`config.mk`:
```
export PLATFORM = sky130hd
export DESIGN_NAME = axi_ddr3_memtest
export DESIGN_NICKNAME = d
export VERILOG_FILES = /design/src/rtl/axi_ddr3_memtest.sv
export SDC_FILE = /design/constraint.sdc
export NUM_CORES = 1
export LEC_CHECK = 0
export CORE_AREA = 2 2 164 102
export CTS_CLUSTER_DIAMETER = 200
export DETAILED_ROUTE_END_ITERATION = 16
export DIE_AREA = 0 0 166 104
export PLACE_DENSITY = 0.88
export SYNTH_ARGS = -nofsm -noshare
export SYNTH_HDL_FRONTEND = slang
export SYNTH_SLANG_ARGS = --single-unit
```
`constraint.sdc`:
```
create_clock -name clock -period 15.05 [get_ports clock]
set_input_delay 4.515 -clock clock [delete_from_list [all_inputs] [get_ports clock]]
set_output_delay 4.515 -clock clock [all_outputs]
set_load 0.01 [all_outputs]
```
`src/rtl/axi_ddr3_memtest.sv`:
```
// AXI4 write/read-back memory tester: writes an LFSR pattern over a burst range, reads it back
// and counts mismatches. Define MEMTEST_HALT_ON_FAIL_EN to stop after the first failing burst.
module axi_ddr3_memtest #(
  parameter int unsigned ADDR_BITS = 23,
  parameter int unsigned REQID     = 4,
  parameter int unsigned BURSTS    = 256,
  parameter int unsigned BASE      = 0,
  parameter logic [31:0] SEED      = 32'h1,
  parameter int unsigned ID_W      = 1,
  parameter int unsigned ID_R      = 2
) (
  input  logic                 clock,
  input  logic                 reset_ni,
  input  logic                 start_i,
  output logic                 busy_o,
  output logic                 done_o,
  output logic                 pass_o,
  output logic [15:0]          err_count_o,
  output logic [ADDR_BITS-1:0] fail_addr_o,
  output logic                 axi_awvalid_o,
  input  logic                 axi_awready_i,
  output logic [ADDR_BITS-1:0] axi_awaddr_o,
  output logic [REQID-1:0]     axi_awid_o,
  output logic [7:0]           axi_awlen_o,
  output logic [1:0]           axi_awburst_o,
  output logic                 axi_wvalid_o,
  input  logic                 axi_wready_i,
  output logic                 axi_wlast_o,
  output logic [3:0]           axi_wstrb_o,
  output logic [31:0]          axi_wdata_o,
  input  logic                 axi_bvalid_i,
  output logic                 axi_bready_o,
  input  logic [1:0]           axi_bresp_i,
  input  logic [REQID-1:0]     axi_bid_i,
  output logic                 axi_arvalid_o,
  input  logic                 axi_arready_i,
  output logic [ADDR_BITS-1:0] axi_araddr_o,
  output logic [REQID-1:0]     axi_arid_o,
  output logic [7:0]           axi_arlen_o,
  output logic [1:0]           axi_arburst_o,
  input  logic                 axi_rvalid_i,
  output logic                 axi_rready_o,
  input  logic                 axi_rlast_i,
  input  logic [1:0]           axi_rresp_i,
  input  logic [REQID-1:0]     axi_rid_i,
  input  logic [31:0]          axi_rdata_i
);

  localparam logic [31:0]          Poly      = 32'h8020_0003;
  localparam logic [31:0]          SeedEff   = (SEED == 32'h0) ? 32'h1 : SEED;
  localparam logic [ADDR_BITS-1:0] BaseAddr  = ADDR_BITS'(BASE);
  localparam logic [ADDR_BITS-1:0] AddrOne   = ADDR_BITS'(1);
  localparam int unsigned          CntW      = ADDR_BITS + 1;
  localparam logic [CntW-1:0]      LastBurst = CntW'(BURSTS - 1);
  localparam logic [CntW-1:0]      CntOne    = CntW'(1);
  localparam logic [REQID-1:0]     IdW       = REQID'(ID_W);
  localparam logic [REQID-1:0]     IdR       = REQID'(ID_R);
`ifdef MEMTEST_HALT_ON_FAIL_EN
  localparam bit HaltOnFail = 1'b1;
`else
  localparam bit HaltOnFail = 1'b0;
`endif

  typedef enum logic [2:0] {
    StIdle, StWrAddr, StWrData, StWrResp, StRdAddr, StRdData, StDone
  } state_e;

  function automatic logic [31:0] lfsr_step(input logic [31:0] v);
    return {1'b0, v[31:1]} ^ (v[0] ? Poly : 32'h0);
  endfunction

  function automatic logic [31:0] lfsr_step4(input logic [31:0] v);
    logic [31:0] t;
    t = v;
    for (int i = 0; i < 4; i++) t = lfsr_step(t);
    return t;
  endfunction

  state_e                 r_state, w_state_next;
  logic [ADDR_BITS-1:0]   r_addr;
  logic [CntW-1:0]        r_burst;
  logic [2:0]             r_beat;
  logic [31:0]            r_lfsr, r_burst_lfsr;
  logic [15:0]            r_err_count;
  logic [ADDR_BITS-1:0]   r_fail_addr;

  logic        w_start, w_aw_hs, w_w_hs, w_b_hs, w_ar_hs, w_r_hs;
  logic        w_last_burst, w_any_err, w_halt;
  logic [31:0] w_lfsr_next, w_lfsr_bound;
  logic [2:0]  w_err_inc;
  logic [16:0] w_err_sum;
  logic [15:0] w_err_count_next;

  assign w_start      = start_i && (r_state == StIdle || r_state == StDone);
  assign w_aw_hs      = axi_awvalid_o && axi_awready_i;
  assign w_w_hs       = axi_wvalid_o && axi_wready_i;
  assign w_b_hs       = axi_bready_o && axi_bvalid_i;
  assign w_ar_hs      = axi_arvalid_o && axi_arready_i;
  assign w_r_hs       = axi_rready_o && axi_rvalid_i;
  assign w_last_burst = (r_burst == LastBurst);
  assign w_lfsr_next  = lfsr_step(r_lfsr);
  // Burst boundary: an early rlast must not shift the pattern of later bursts.
  assign w_lfsr_bound = lfsr_step4(r_burst_lfsr);

  always_comb begin
    w_err_inc = 3'd0;
    if (w_b_hs) begin
      w_err_inc = {2'b00, (axi_bresp_i != 2'b00) || (axi_bid_i != IdW)};
    end else if (w_r_hs) begin
      w_err_inc = 3'({2'b00, axi_rdata_i != w_lfsr_next}) +
                  3'({2'b00, axi_rresp_i != 2'b00}) +
                  3'({2'b00, axi_rid_i != IdR}) +
                  3'({2'b00, axi_rlast_i != (r_beat == 3'd3)});
    end
  end

  assign w_err_sum        = {1'b0, r_err_count} + {14'd0, w_err_inc};
  assign w_err_count_next = w_err_sum[16] ? 16'hFFFF : w_err_sum[15:0];
  assign w_any_err        = (r_err_count != 16'd0) || (w_err_inc != 3'd0);
  assign w_halt           = HaltOnFail && w_any_err;

  always_ff @(posedge clock) begin
    if (!reset_ni) r_state <= StIdle;
    else           r_state <= w_state_next;
  end

  always_comb begin
    w_state_next = r_state;
    unique case (r_state)
      StIdle, StDone: if (start_i) w_state_next = StWrAddr;
      StWrAddr:       if (axi_awready_i) w_state_next = StWrData;
      StWrData:       if (axi_wready_i && r_beat == 3'd3) w_state_next = StWrResp;
      StWrResp: begin
        if (axi_bvalid_i) begin
          if (w_halt)            w_state_next = StDone;
          else if (w_last_burst) w_state_next = StRdAddr;
          else                   w_state_next = StWrAddr;
        end
      end
      StRdAddr:       if (axi_arready_i) w_state_next = StRdData;
      StRdData: begin
        if (axi_rvalid_i && axi_rlast_i) begin
          if (w_halt || w_last_burst) w_state_next = StDone;
          else                        w_state_next = StRdAddr;
        end
      end
      default:        w_state_next = StIdle;
    endcase
  end

  always_comb begin
    busy_o        = (r_state != StIdle) && (r_state != StDone);
    done_o        = (r_state == StDone);
    pass_o        = done_o && (r_err_count == 16'd0);
    err_count_o   = r_err_count;
    fail_addr_o   = r_fail_addr;
    axi_awvalid_o = (r_state == StWrAddr);
    axi_wvalid_o  = (r_state == StWrData);
    axi_bready_o  = (r_state == StWrResp);
    axi_arvalid_o = (r_state == StRdAddr);
    axi_rready_o  = (r_state == StRdData);
    axi_awlen_o   = 8'd3;
    axi_arlen_o   = 8'd3;
    axi_awaddr_o  = axi_awvalid_o ? r_addr : '0;
    axi_awid_o    = axi_awvalid_o ? IdW : '0;
    axi_awburst_o = axi_awvalid_o ? 2'b01 : 2'b00;
    axi_araddr_o  = axi_arvalid_o ? r_addr : '0;
    axi_arid_o    = axi_arvalid_o ? IdR : '0;
    axi_arburst_o = axi_arvalid_o ? 2'b01 : 2'b00;
    axi_wdata_o   = axi_wvalid_o ? w_lfsr_next : 32'h0;
    axi_wstrb_o   = axi_wvalid_o ? 4'hF : 4'h0;
    axi_wlast_o   = axi_wvalid_o && (r_beat == 3'd3);
  end

  always_ff @(posedge clock) begin
    if (!reset_ni) begin
      r_addr       <= '0;
      r_burst      <= '0;
      r_beat       <= 3'd0;
      r_lfsr       <= SeedEff;
      r_burst_lfsr <= SeedEff;
      r_err_count  <= 16'd0;
      r_fail_addr  <= '0;
    end else if (w_start) begin
      r_addr       <= BaseAddr;
      r_burst      <= '0;
      r_beat       <= 3'd0;
      r_lfsr       <= SeedEff;
      r_burst_lfsr <= SeedEff;
      r_err_count  <= 16'd0;
      r_fail_addr  <= '0;
    end else begin
      if (w_aw_hs || w_ar_hs) r_beat <= 3'd0;
      if (w_w_hs) begin
        r_lfsr <= w_lfsr_next;
        r_beat <= r_beat + 3'd1;
      end
      if (w_b_hs) begin
        if (w_last_burst) begin
          r_addr       <= BaseAddr;
          r_burst      <= '0;
          r_lfsr       <= SeedEff;
          r_burst_lfsr <= SeedEff;
        end else begin
          r_addr  <= r_addr + AddrOne;
          r_burst <= r_burst + CntOne;
        end
      end
      if (w_r_hs) begin
        if (axi_rlast_i) begin
          r_lfsr       <= w_lfsr_bound;
          r_burst_lfsr <= w_lfsr_bound;
          r_addr       <= r_addr + AddrOne;
          r_burst      <= r_burst + CntOne;
        end else begin
          r_lfsr <= w_lfsr_next;
          if (r_beat != 3'd7) r_beat <= r_beat + 3'd1;
        end
      end
      if (w_err_inc != 3'd0) begin
        r_err_count <= w_err_count_next;
        if (r_err_count == 16'd0) r_fail_addr <= r_addr;
      end
    end
  end

endmodule
```
==> impl_results.md <==
* Die width at 166 um
* IO Port Bufs at 186
* Slowest stage cell on the critical path: fa_1
* FF/Latch Area at 3120 um2
* Detailed-router iteration count before antenna repair at 7
* Synth warn at 0
* Max_cap viols at 0
* Vias in the first global route at approximately 7400
* Synth Flop Type: dfxtp_1
* Post-CTS Hold Buffers at 0
* Hold depth at 2
* Via density at ~6
* CTS Sinks at 156
* PwrDens at 101 nW/um2
* Max-slew violations at 0
* Routed Antenna Nets at 0
* Sum of negative setup slack at 0 ns
* Synth Instances at 1016
* Mapped cell area at 8320 um2
* Setup-failing EPs final at 0
* Largest net degree at the start of global routing at between 100 and 150
* Synthesized flop and latch total at 156
* Row count at 36
* DRC viols at 0
* GRT Total Usage at 27.5%
* CP Class: in -> reg
* Clock root buffer: clkbuf_16
* Clock buffer depth at 2
* Min Tclk post-route at about 8.4 ns
* Top-count cell post-synth: dfxtp_1
* CTS tree: built
* First-pass GRT wire length at 38800 um
* RSZ-0062 raised after global routing: no
* Relative slew margins at 15.3%
* Max VDD drop at slightly below 70 uV
* Die Ht at approximately 100 um
* Number of synthesized flops with an enable pin at 0
* Worst-path fanout max at 9
* Metal3 WL at 2590 um
* P_leak at 3.80 nW
* Worst R2R End: err_count_o[8]
* R2R Setup Slk at 10.77 ns
* WL/cell at 17.8 um
* GR Overflow Total at 0
* Cell taking the most area after synthesis: dfxtp_1
* Tcrit/Tclk final at 55.8%
* Layout cell share with drive strength beyond 1 at 5.07%
* CP startpoint kind: primary input
* Yosys cell types at 63
* Fmax at 119 MHz
* # Post-CTS Setup Buffers at 0
* Multi-input gate area at 4680 um2
* Worst skew pair latency at 0.42 ns
* Via Count at 8044
* Commonest cells in the netlist: dfxtp_1, nor2_1, nand2_1, nand3_1, and2_1
* Total CTS buffers at 17
* Synthesis-to-layout area growth at 28.5%
* Metal2 WL at 10600 um
* CTS HTree Levels at 4
* Synth top area cells: dfxtp_1, and2_1, xnor2_1
* Arr. time, crit path at 8.65 ns
* Sequential-to-total area share from yosys stat at between 30 and 40%
* Worst-path clk slew at 0.07 ns
* Filler instances at 1260
* Placed instance count at 1340
* Synth Area per Inst at 8.19 um2
* Critical path depth in cells at 15
* Skew final at 0.0117 ns
* Area of the die at ~17000 um2
* Final net count at between 1000 and 1500
* Crit. End Element: flop
* DP HPWL at approximately 17000 um
* CP peak stage delay at 0.52 ns
* Crit path max-delay family: adder cells
* Initial Util at 52.6%
* Top sig layer: met4
* Post-CTS Resized at 0
* Ys async rst share at 0%
* CP required at 15.29 ns
* Initial antenna violation count at 0
* Worst Max-Slew Pin Slew at roughly 1.3 ns
* Initial DRC count at roughly 1100
* GPL Wtd Cong at 0.926
* Reg2reg path depth at 13
* Final Non-Filler Cells at 1372
* Core Footprint at 15800 um2
* Antenna cell count at 0
* Total Wirelength at 24500 um
* Status: finished clean
* I/O Pins at approximately 210
* Worst Hold Class: reg -> reg
* Yosys top cell area share at 37.5%
* Critical hold path startpoint: r_burst_lfsr[29]
* Critical Path, Cell by Cell: clkdlybuf4s50_1, xor2_1, or3_1, a2111oi_0, nand4_1, fa_1, ha_1, ha_1, and2_1, fa_1, a21oi_1, nor2_1, and3_1, nand2_1, a21oi_1
* DRT met1 WL at 10900 um
* Reg-to-Reg Start: r_lfsr[0]
* Hold EP: r_burst_lfsr[29]
* Final hold violation count at 0
* WP buf/inv at 1
-- placed cells by master (no fill, tap or decap), drive strengths merged, types with 3 or more instances in the layout --
master         synthesis  final
a31oi                 36     36
buf                   79      8
nand3                 83     83
mux2i                 26     26
nor4                  20     20
o211ai                 4      4
a21oi                 61     61
bufinv                 0      4
clkdlybuf4s50          0    186
clkbuf                22     17
conb                   2     24
a211oi                 5      5
dfxtp                156    156
and4                   5      5
nor2                  88     88
xor2                  35     35
or3                    7      7
xnor2                 56     56
or2                    3      3
clkinv                 0      4
nand2                 87     87
nor3                  22     22
nor4b                  4      4
and2                  81     81
nand2b                 6      6
or3b                   3      3
o21bai                 3      3
nand4                 20     20
inv                   14     21
ha                    11     11
and3                  13     13
o21ai                 26     26
o2111ai                8      8
-- worst max-delay path by stage --
stage,start,end,slack [ns]
2_1_floorplan,axi_rdata_i[21],err_count_o[6],6.96
3_3_place_gp,axi_rdata_i[21],err_count_o[11],6.26
3_5_place_dp,axi_rdata_i[21],err_count_o[6],6.25
4_1_cts,axi_rdata_i[21],err_count_o[6],6.67
5_1_grt,axi_rdata_i[21],err_count_o[6],6.33
6_report,axi_rdata_i[21],err_count_o[8],6.65
-- flip-flops by register name (all words and copies together), names as in the netlist --
name          flops
r_burst_lfsr     32
r_lfsr           32
r_burst          24
fail_addr_o      23
r_addr           23
err_count_o      16
r_beat            3
r_state           3
-- report_power, final --
part	internal, W	switching [W]
Sequential	0.000416	0.0000146
Clock	0.000285	0.000187
Combinational	0.0000672	0.000109
-- kinds of logic after synthesis --
group	count (synthesis)	share of synthesized area (%)
AND/OR/NAND/NOR	453	28.1
AO/OA/AOI/OAI	159	11.6
flip-flops	156	37.5
buffers and inverters	115	7.70
XOR/XNOR	91	9.58
multiplexers	27	3.26
adder cells (fa/ha/maj)	13	2.13
other	2	0.0902
-- through the flow --
step | worst slack, ns | utilization, % | hold WS, ns | cell area [um2] | total power (W)
after floorplan | 6.96 | - | 0.444 | 8410 | 0.000558
after detailed placement | 6.25 | 63.5 | 0.458 | 10000 | 0.000612
after global routing | 6.33 | 67.6 | 0.481 | 10700 | 0.00112
after CTS | 6.67 | 67.6 | 0.468 | 10700 | 0.00108
after global placement | 6.26 | 63.5 | 0.453 | 10000 | 0.000609
final | 6.65 | 67.6 | 0.470 | 10700 | 0.00108
-- routing by layer --
layer  global-route usage [%]  vias up
li1                         -     3744
met2                     40.3      473
met5                        0        -
met1                     40.4     3787
met3                     5.90       40
met4                     8.01        0
-- layout make-up --
cell class                 instances  share of cell area, %
multi-input combinational        767                   43.8
sequential                       156                   29.2
timing repair buffer             194                   18.0
clock buffer                      17                   3.98
tap                              209                   2.45
clock inverter                    15                   2.12
inverter                          14                  0.492
-- worst reg2reg max path, stage by stage (launching register included) --
cell       delay (ns)
dfxtp_1          0.46
or3_1            0.43
a2111oi_0        0.38
nand4_1          0.24
fa_1             0.53
ha_1             0.21
ha_1             0.29
and2_1           0.18
fa_1             0.45
a21oi_1          0.23
nor2_1           0.07
and3_1           0.24
nand2_1          0.29
a21oi_1          0.12
No activity file was read; power rests on OpenSTA's default activity.
